File: config.mk
export PLATFORM = sky130hd
export DESIGN_NAME = btn_debounce
export DESIGN_NICKNAME = d
export VERILOG_FILES = /design/src/rtl/db_pkg.sv /design/src/rtl/db_channel.sv /design/src/rtl/btn_debounce.sv
export SDC_FILE = /design/constraint.sdc
export NUM_CORES = 1
export LEC_CHECK = 0
export ABC_CLOCK_PERIOD_IN_PS = 2700
export BUFFER_PORTS_ARGS = -buffer_cell sky130_fd_sc_hd__buf_2
export CORE_MARGIN = 2
export CORE_UTILIZATION = 57
export CTS_CLUSTER_DIAMETER = 40
export DETAILED_ROUTE_END_ITERATION = 12
export PLACE_DENSITY = 0.83
export RECOVER_POWER = 50
export SYNTH_ARGS = -nofsm -noshare
export SYNTH_HDL_FRONTEND = slang
export SYNTH_SLANG_ARGS = --single-unit
File: constraint.sdc
create_clock -name clk -period 2.7 [get_ports clk]
set_clock_uncertainty 0.15 [all_clocks]
set_input_delay 0.54 -clock clk [delete_from_list [all_inputs] [get_ports clk]]
set_output_delay 0.54 -clock clk [all_outputs]
set_load 0.005 [all_outputs]
File: src/rtl/db_pkg.sv
// Shared constants for the four-channel push-button debouncer.
// Optional 2-flop input synchronizer is enabled by defining DB_SYNC_EN.
package db_pkg;

    // Default number of consecutive stable samples before an output follows
    localparam int DB_CYCLES_DEF = 8;

    // Number of button channels handled by btn_debounce
    localparam int NUM_BTN = 4;

    // Channel positions inside the packed button/output vectors
    localparam int CH_HS      = 0;
    localparam int CH_VS      = 1;
    localparam int CH_DF_UART = 2;
    localparam int CH_DF_VGA  = 3;

    // Counter width able to hold values 0..cycles
    function automatic int cnt_width(input int cycles);
        return $clog2(cycles + 1);
    endfunction

endpackage

File: src/rtl/db_channel.sv
// One debounce channel: optional 2-flop synchronizer, stability counter, output flop.
// With DB_SYNC_EN undefined the filter samples the raw (already synchronous) input.
import db_pkg::*;

module db_channel #(
    parameter int DEBOUNCE_CYCLES = DB_CYCLES_DEF
) (
    input  logic clk,
    input  logic rst,
    input  logic btn,
    output logic level
);

    localparam int CNT_W = cnt_width(DEBOUNCE_CYCLES);
    localparam logic [CNT_W-1:0] CNT_LAST = CNT_W'(DEBOUNCE_CYCLES - 1);
    localparam logic [CNT_W-1:0] CNT_ONE  = CNT_W'(1);

    logic             filt;
    logic [CNT_W-1:0] cnt;

`ifdef DB_SYNC_EN
    logic s1;
    logic s2;

    // Two-stage synchronizer for the asynchronous button input
    always_ff @(posedge clk) begin
        if (rst) begin
            s1 <= 1'b0;
            s2 <= 1'b0;
        end else begin
            s1 <= btn;
            s2 <= s1;
        end
    end

    assign filt = s2;
`else
    assign filt = btn;
`endif

    // Count consecutive samples that differ from the output; follow after a full run
    always_ff @(posedge clk) begin
        if (rst) begin
            cnt   <= '0;
            level <= 1'b0;
        end else if (filt == level) begin
            cnt <= '0;
        end else if (cnt == CNT_LAST) begin
            cnt   <= '0;
            level <= filt;
        end else begin
            cnt <= cnt + CNT_ONE;
        end
    end

endmodule

File: src/rtl/btn_debounce.sv
// Four-channel push-button debouncer for the Color_Show board design.
// Define DB_SYNC_EN to add a 2-flop synchronizer in front of every channel.
import db_pkg::*;

module btn_debounce #(
    parameter int DEBOUNCE_CYCLES = DB_CYCLES_DEF
) (
    input  logic clk,
    input  logic rst,
    input  logic btnHS,
    input  logic btnVS,
    input  logic btnDF_UART,
    input  logic btnDF_VGA,
    output logic HS,
    output logic VS,
    output logic DF_UART,
    output logic DF_VGA
);

    logic [NUM_BTN-1:0] raw;
    logic [NUM_BTN-1:0] clean;

    assign raw[CH_HS]      = btnHS;
    assign raw[CH_VS]      = btnVS;
    assign raw[CH_DF_UART] = btnDF_UART;
    assign raw[CH_DF_VGA]  = btnDF_VGA;

    db_channel #(
        .DEBOUNCE_CYCLES(DEBOUNCE_CYCLES)
    ) u_hs (
        .clk  (clk),
        .rst  (rst),
        .btn  (raw[CH_HS]),
        .level(clean[CH_HS])
    );

    db_channel #(
        .DEBOUNCE_CYCLES(DEBOUNCE_CYCLES)
    ) u_vs (
        .clk  (clk),
        .rst  (rst),
        .btn  (raw[CH_VS]),
        .level(clean[CH_VS])
    );

    db_channel #(
        .DEBOUNCE_CYCLES(DEBOUNCE_CYCLES)
    ) u_df_uart (
        .clk  (clk),
        .rst  (rst),
        .btn  (raw[CH_DF_UART]),
        .level(clean[CH_DF_UART])
    );

    db_channel #(
        .DEBOUNCE_CYCLES(DEBOUNCE_CYCLES)
    ) u_df_vga (
        .clk  (clk),
        .rst  (rst),
        .btn  (raw[CH_DF_VGA]),
        .level(clean[CH_DF_VGA])
    );

    assign HS      = clean[CH_HS];
    assign VS      = clean[CH_VS];
    assign DF_UART = clean[CH_DF_UART];
    assign DF_VGA  = clean[CH_DF_VGA];

endmodule

==> metrics.cfg, run 1 <==
[outcome]
status=finished clean

[synthesis]
synthesis.instances=76
synth.avg_cell_area_sq_um=10.3
synth_largest_type_area_fraction_pct=51.0
yosys.cell_types.count=10
synth_area_leader_cell=sky130_fd_sc_hd__dfxtp_1
synth-seq-cells=20
mappedNetlistNets=86
seq_area_frac_synth_pct=51.0
cell_area_synth_sq_um=786
synthesis.yosys.warnings=0
synth.area.top_cells=sky130_fd_sc_hd__dfxtp_1, sky130_fd_sc_hd__nor2_1, sky130_fd_sc_hd__xnor2_1

[layout]
antenna_cells_inserted=0
final_cell_mix=sky130_fd_sc_hd__nor2_1, sky130_fd_sc_hd__dfxtp_1, sky130_fd_sc_hd__buf_2
final_cell_count_no_fill=103
finalNetCount=100
filler_cell_count=111
drive_gt1_share_pct=15.9
area.growth.synth_to_final_pct=9.71

[worst_setup_path]
critical_path.cell_chain=buf_2
critical_path.n_buffers_inverters=1
timing.critical_path.slowest_stage_cell=sky130_fd_sc_hd__dfxtp_1
cp_slowest_stage_delay_ns=0.38
worstSetupStartpointType=register
worst-path-max-fanout=3
critPathRequiredTime_ns=2.01
critical_path.top_delay_family=flip-flops
arrival_ns=0.79
worstSetupPathType=reg -> out
crit_path_end_kind=output port

[detailed_routing]
route.final.wire_length_um=991
drt_iter0_markers=12
routed_via_density=4.81
detail_route.drc_violations=0
vias=495
route.detailed.wl_per_inst_um=9.62
drtAntennaViolNets=0
dr.pass1.iters=2

[clock_network]
cts_tree=yes
numClockSinks=20
number_of_clock_buffers_inserted_by_tritoncts=3
cts_buffer_depth=2
clk-insertion-delay-late_ns=0.28
clock_h_tree_levels=1
clk_pin_slew_worst_paths_ns=0.10
cts.repair.resized=0
hold_buffers=0
cts_setup_buffers=0
cts-root-buf=sky130_fd_sc_hd__clkbuf_4

[sta]
timing_worst_slew_pin_value_ns=0.139
timing.max_slew.rel_slack_pct=90.5
post-route-period-util_pct=54.9
final-setup-viol-count=0
report.final.hold_viol_count=0
post-route-min-period_ns=1.48
timing.setup.tns_ns=0
fmax_mhz=675
final_number_of_max_transition_violations=0
grt_setup_unrepaired=false

[floorplanning]
die_area_sq_um=1690
placeableCoreArea_sq_um=1300
placementRows=13
fp.dieW_um=41.1
floorplan.initialDensity_pct=60.4
dieHeight_um=41.1
io_pins=10

[job]
max_cap_violations=0

[pwr]
worst_case_vdd_ir_drop_mv=0.437
leakagePower_nw=0.367
design_power_total_uw=460
power.density_cell_area_nw_per_um2=534

[grt]
grt_pass1_wl_um=1640
pin_count_of_the_biggest_net_entering_global_routing=11
grtUsageTotal_pct=15.3
number_of_global_route_vias_before_repair=429
grt-ovfl-total=0
grt_antenna_before_repair=0

[placement]
dp_hpwl_um=765
routabilityCongestion=0.654
buffer_ports.inserted=9
numPlacedInstances=100

[min_path]
worstHoldPathType=reg -> reg

## where the power goes
part | total [mW] | switching (mW) | internal (mW)
registers | 0.305 | 0.00382 | 0.301
clock network | 0.132 | 0.0806 | 0.0517
logic | 0.0230 | 0.0114 | 0.0116
total | 0.460 | 0.0958 | 0.364
## synthesized netlist by cell type
cell,n
sky130_fd_sc_hd__inv_1,4
sky130_fd_sc_hd__nand3_1,4
sky130_fd_sc_hd__mux2i_1,4
sky130_fd_sc_hd__xor2_1,4
sky130_fd_sc_hd__nor2_1,20
sky130_fd_sc_hd__and3b_1,4
sky130_fd_sc_hd__or3_4,4
sky130_fd_sc_hd__dfxtp_1,20
sky130_fd_sc_hd__xnor2_1,8
sky130_fd_sc_hd__ha_1,4
## per-layer routing
metal	vias to the layer above	global-route usage [%]	wire (um)	part of all wire, %
met5	-	0	0	0
met2	6	23.8	431	43
li1	275	-	-	-
met4	0	9.68	12	1.2
met3	2	3.26	28	2.8
met1	212	18.9	518	52
## area by class of cell
type / count / area (sq um) / area share [%]
sequential: 20 / 400 / 46.4
multi-input combinational: 52 / 360 / 41.8
timing repair buffer: 9 / 45.0 / 5.22
clock buffer: 3 / 22.5 / 2.61
tap: 15 / 18.8 / 2.18
inverter: 4 / 15.0 / 1.74
## cell families after synthesis
family,count (synthesis),synth area share [%]
simple gates,32,22.3
flops,20,51.0
xor+xnor,12,13.4
buf+inv,4,1.91
mux,4,5.10
fa+ha+maj,4,6.37
## final timing paths
check                   start               end  slack (ns)  depth (start not counted)
max           u_df_uart.level           DF_UART        1.22                          1
min           u_df_vga.cnt[0]   u_df_vga.cnt[0]        0.30                          1
max reg2reg  u_df_uart.cnt[0]  u_df_uart.cnt[3]        1.23                          4
min reg2reg   u_df_vga.cnt[0]   u_df_vga.cnt[0]        0.30                          1
## metrics by stage
| step | hold slack [ns] | util (%) | area, sq um | worst slack, ns |
|---|---|---|---|---|
| final | 0.297 | 66.3 | 862 | 1.22 |
| after global routing | 0.320 | 66.3 | 862 | 1.16 |
| after CTS | 0.302 | 67.0 | 872 | 1.21 |
| after detailed placement | 0.286 | 65.3 | 850 | 1.25 |
| after global placement | 0.278 | 65.3 | 850 | 1.27 |
| after floorplan | 0.267 | - | 786 | 1.32 |
## sequential cells by signal, summed over array words and instances (netlist names)
signal           cells
u_df_uart.cnt        4
u_df_vga.cnt         4
u_hs.cnt             4
u_vs.cnt             4
u_df_uart.level      1
u_df_vga.level       1
u_hs.level           1
u_vs.level           1
No activity file was read; power rests on OpenSTA's default activity.
==> inputs of run 2 (changes only) <==
ABC_CLOCK_PERIOD_IN_PS = 1200   (was 2700)
CORE_UTILIZATION = 48   (was 57)
PLACE_DENSITY = 0.75   (was 0.83)
clock period = 1.2 ns   (was 2.7 ns; I/O delays follow)
==> run 2 against run 1 <==
- the flow now finishes with violations (setup timing)
- first-iteration DRC count is 75% lower
- flip-flop and latch count stayed put
- cell count is 23% higher
- hold slack worse by 0.26 ns
- register-to-register slack got worse by 1.4 ns
- setup slack worse by 1.4 ns
- combinational power rose to 4.0 times the previous value
- clock power grew to 4.2 times the previous value
- global-route usage is 3.4 points higher
- die area is 17% higher
- critical path type is now reg -> reg
- largest cell class is now multi-input gates
==> metrics.cfg, run 2 (synthesized netlist as in run 1, its figures left out) <==
[layout]
antenna_cells_inserted=0
drive_gt1_share_pct=57.7
final_cell_mix=sky130_fd_sc_hd__buf_4, sky130_fd_sc_hd__dfxtp_2, sky130_fd_sc_hd__nor2_1
layout_commonest_cell=sky130_fd_sc_hd__buf_4
finalNetCount=122
area.growth.synth_to_final_pct=45.9

[pwr]
worst_case_vdd_ir_drop_mv=0.907
leakagePower_nw=0.493
design_power_total_mw=1.33
power.density_cell_area_nw_per_um2=1160

[placement]
buffer_ports.inserted=9
routabilityCongestion=0.799
dp_hpwl_um=1010

[detailed_routing]
wl_met2_um=863
vias=612
drtAntennaViolNets=0
drt_iter0_markers=3
detail_route.drc_violations=0
dr_wl_met3_um=71
topRoutingLayerUsed=met4
dr.pass1.iters=3
routed_via_density=4.82
met1_length_um=567
route.final.wire_length_um=1530
route.detailed.wl_per_inst_um=12.1

[worst_setup_path]
critical_path.n_buffers_inverters=0
crit_path_start=u_df_vga.cnt[1]
worst-path-stages=4
worstSetupPathType=reg -> reg
timing.critical_path.slowest_stage_cell=sky130_fd_sc_hd__dfxtp_2
worst-path-max-fanout=4
cp_slowest_stage_delay_ns=0.36
critical_path.cell_chain=ha_4 > and3b_1 > or3_4 > nor2_2
critPathRequiredTime_ns=1.31
critical_path.reg2reg.endpoint=u_df_vga.cnt[3]
worstSetupStartpointType=register
arrival_ns=1.47
critical_path.top_delay_family=simple AND/OR/NAND/NOR gates
r2r_cells=4
crit_path_end_kind=register
worst_r2r_startpoint=u_df_vga.cnt[1]
r2r_slack_ns=-0.17
crit_path_end=u_df_vga.cnt[3]

[floorplanning]
placementRows=14
placeableCoreArea_sq_um=1520
die_area_sq_um=1980
fp.dieW_um=44.5
dieHeight_um=44.5
floorplan.initialDensity_pct=51.6
io_pins=10

[clock_network]
clk-insertion-delay-late_ns=0.31
number_of_clock_buffers_inserted_by_tritoncts=3
hold_buffers=0
clock_h_tree_levels=1
cts-root-buf=sky130_fd_sc_hd__clkbuf_4
clk_pin_slew_worst_paths_ns=0.12
numClockSinks=20
cts_buffer_depth=2
cts_tree=yes

[grt]
grt-ovfl-total=0
grt_pass1_wl_um=2530
grtUsageTotal_pct=18.7
pin_count_of_the_biggest_net_entering_global_routing=13
grt_antenna_before_repair=0
number_of_global_route_vias_before_repair=642

[sta]
post-route-min-period_ns=1.37
report.final.hold_viol_count=0
grt_setup_unrepaired=true
timing.max_slew.rel_slack_pct=87.6
final_number_of_max_transition_violations=0
finalHoldWorstSlack_ns=0.0356
post-route-period-util_pct=114
setup_slack_ns=-0.168
fmax_mhz=731
timing_worst_slew_pin_value_ns=0.186
final-setup-viol-count=20

[min_path]
worstHoldPathType=in -> reg
holdPathStages=3
worst_hold_startpoint=btnDF_VGA

[outcome]
violations=setup timing
status=finished with violations

[job]
max_cap_violations=0

run 2: changes by cell type in the layout (fill, tap and decap cells not counted), moves of 4 or more:
| cell | before | now |
|---|---|---|
| sky130_fd_sc_hd__buf_4 | 0 | 22 |
| sky130_fd_sc_hd__nor2_2 | 0 | 9 |
| sky130_fd_sc_hd__dfxtp_2 | 0 | 12 |
| sky130_fd_sc_hd__dfxtp_1 | 20 | 8 |
| sky130_fd_sc_hd__nor2_1 | 20 | 11 |
| sky130_fd_sc_hd__ha_1 | 4 | 0 |
run 2: worst min-delay path by stage:
stage,endpoint
after global routing,u_df_vga.level
final,u_df_vga.level
after detailed placement,u_df_vga.cnt[0]
after global placement,u_df_vga.cnt[0]
after floorplan,u_df_uart.level
after CTS,u_df_vga.level
run 2: report_power, final:
part	total [mW]	switching, mW	internal [mW]
logic	0.0910	0.0409	0.0501
registers	0.692	0.0119	0.680
clock network	0.550	0.212	0.338
total	1.33	0.265	1.07
run 2: tightest hold or removal path: cells and delay by family:
kind / cells / cell delay (ns)
buffers and inverters: 1 / 0.09
muxes: 1 / 0.06
and+or+nand+nor: 1 / 0.07
run 2: per-stage QoR:
stage	TNS [ns]	instance area [sq um]	instances	setup WS, ns	utilization, %
floorplan	-2.11	796	76	-0.132	-
global placement	-2.44	996	119	-0.152	65.4
detailed placement	-3.01	996	119	-0.179	65.4
CTS	-2.46	1090	126	-0.158	71.8
global route	-3.63	1150	127	-0.208	75.2
finish	-2.52	1150	127	-0.168	75.2
run 2: routing by layer:
layer / up-vias / global-route usage (%)
met4: 0 / 9.09
met1: 282 / 17.9
met2: 10 / 33.3
li1: 315 / -
met3: 5 / 8.57
met5: - / 0
run 2: repair_timing:
item                       in CTS  in global routing
resized for setup              12                 12
pin swaps                       6                  2
setup buffers                   3                  1
setup endpoints to repair      24                 24
run 2: area by class of cell:
cell class	count	area [sq um]
Multi-Input combinational cell	52	433
Sequential cell	20	415
Fill cell	116	378
Timing Repair Buffer	31	210
Clock inverter	1	30.0
Clock buffer	3	22.5
Tap cell	16	20.0
Inverter	4	15.0
==> inputs of run 3 (changes only) <==
ABC_CLOCK_PERIOD_IN_PS = 1130   (was 1200)
RECOVER_POWER = 100   (was 50)
clock period = 1.13 ns   (was 1.2 ns; I/O delays follow)
==> run 3 against run 2 <==
- clock-buffer cell count unchanged
- sequential power increased by 6.2%
- critical path depth unchanged
- cell count decreased by 1.6%
- wire length decreased by 8.9%
- first-iteration DRC count increased by 100%
- maximum frequency increased by 0.93%
- largest cell class unchanged
- via count decreased by 2.0%
- the flow still finishes with violations (setup timing)
==> metrics.cfg, run 3 (synthesized netlist as in run 1, its figures left out) <==
[outcome]
status=finished with violations
violations=setup timing

[layout]
final_cell_mix=sky130_fd_sc_hd__buf_4, sky130_fd_sc_hd__dfxtp_2, sky130_fd_sc_hd__nor2_1
layout_commonest_cell=sky130_fd_sc_hd__buf_4
multi_input_gate_area_sq_um=443
drive_gt1_share_pct=56.9
filler_cell_count=114
antenna_cells_inserted=0
area.growth.synth_to_final_pct=42.4
finalNetCount=121
register_area_sq_um=415
final_core_util_pct=73.4

[pwr]
worst_case_vdd_ir_drop_mv=0.696
clkPwrFrac_pct=27.8
design_power_total_mw=1.14
net-switching-power_uw=249
power.share.switching_pct=21.8
share_comb_of_total_power_pct=8.0
power.sequential.fraction_pct=64.2
power.density_cell_area_nw_per_um2=1020
power_report.internal_total_uw=896
leakagePower_nw=0.474

[detailed_routing]
drtAntennaViolNets=0
vias=600
dr.pass1.iters=4
routed_via_density=4.80
route.detailed.wl_per_inst_um=11.2
drt_iter0_markers=6
route.final.wire_length_um=1390
detail_route.drc_violations=0

[clock_network]
clock_h_tree_levels=1
cts-root-buf=sky130_fd_sc_hd__clkbuf_4
number_of_clock_buffers_inserted_by_tritoncts=3
cts_buffer_depth=2
clk_pin_slew_worst_paths_ns=0.10
hold_buffers=0
clk-insertion-delay-late_ns=0.29
cts_tree=yes
numClockSinks=20

[floorplanning]
floorplan.initialDensity_pct=51.6
io_pins=10
fp.dieW_um=44.5
dieHeight_um=44.5
placementRows=14
die_area_sq_um=1980
placeableCoreArea_sq_um=1520

[sta]
timing_worst_slew_pin_value_ns=0.179
post-route-period-util_pct=120
timing.max_slew.rel_slack_pct=88.0
post-route-min-period_ns=1.36
grt_setup_unrepaired=true
report.final.hold_viol_count=0
fmax_mhz=738
final-setup-viol-count=20
setup_slack_ns=-0.226
final_number_of_max_transition_violations=0

[min_path]
worstHoldPathType=in -> reg
worst_hold_startpoint=btnHS

[grt]
number_of_global_route_vias_before_repair=573
grt-ovfl-total=0
grtUsageTotal_pct=16.5
pin_count_of_the_biggest_net_entering_global_routing=11
grt_antenna_before_repair=0
grt_pass1_wl_um=2270

[worst_setup_path]
arrival_ns=1.44
critPathRequiredTime_ns=1.21
worstSetupPathType=reg -> reg
worst-path-max-fanout=4
worstSetupStartpointType=register
crit_path_start=u_df_uart.cnt[1]
crit_path_end_kind=register
worst_r2r_startpoint=u_df_uart.cnt[1]

[job]
max_cap_violations=0

[placement]
routabilityCongestion=0.737
buffer_ports.inserted=9
dp_hpwl_um=1010

## run 3: cell count changes in the layout (fill, tap and decap cells not counted), sizes merged
cell    before  now
buf         31   30
bufinv       1    0
## run 3: per-layer routing
layer | track usage [%] | share of wire [%] | up-vias
li1 | - | - | 312
met1 | 17.0 | 44 | 273
met2 | 29.3 | 52 | 11
met3 | 3.67 | 2.7 | 4
met4 | 10.9 | 1.8 | 0
met5 | 0 | 0 | -
## run 3: area by class of cell
class                   count  area share (%)
well taps                  16            1.79
inverters                   4            1.34
clock buffers               3            2.01
repair buffers             30            18.1
multi-input cells          52            39.6
flip-flops and latches     20            37.1
## run 3: per-stage QoR
stage / std cells / hold slack (ns) / instance area (sq um) / worst slack (ns) / TNS (ns)
CTS: 124 / 0.0435 / 1100 / -0.212 / -3.83
detailed placement: 119 / 0.355 / 1050 / -0.250 / -4.23
finish: 125 / 0.0531 / 1120 / -0.226 / -3.81
global placement: 119 / 0.338 / 1050 / -0.220 / -3.71
global route: 125 / 0.0489 / 1120 / -0.256 / -4.87
floorplan: 76 / 0.148 / 846 / -0.198 / -3.12
## run 3: repair_timing
| action | 4_1_cts | 5_1_grt |
|---|---|---|
| gates cloned | 0 | 0 |
| pin swaps | 5 | 2 |
| buffers inserted | 2 | 1 |
| setup endpoints to repair | 24 | 24 |
| gates resized for setup | 7 | 6 |
| endpoints found under the hold margin | 0 | 0 |
## run 3: path summary, 6_finish.rpt
check                endpoint  slack (ns)  cells past startpoint
max          u_df_uart.cnt[2]       -0.23                      4
min                u_hs.level        0.05                      3
max reg2reg  u_df_uart.cnt[2]       -0.23                      4
min reg2reg       u_hs.cnt[0]        0.38                      2
## run 3: power groups by stage
stage               clock (mW)  combinational (mW)  sequential (mW)
detailed placement           0              0.0810            0.752
global route             0.367               0.103            0.738
floorplan                    0              0.0431            0.752
CTS                      0.339              0.0848            0.736
global placement             0              0.0776            0.751
finish                   0.318              0.0917            0.735
## run 3: critical path, cell delays in order, from the launching register on
cell and delay (ns):
sky130_fd_sc_hd__dfxtp_2 0.35, sky130_fd_sc_hd__ha_4 0.15, sky130_fd_sc_hd__and3b_1 0.17, sky130_fd_sc_hd__or3_4 0.37, sky130_fd_sc_hd__nor2_1 0.11
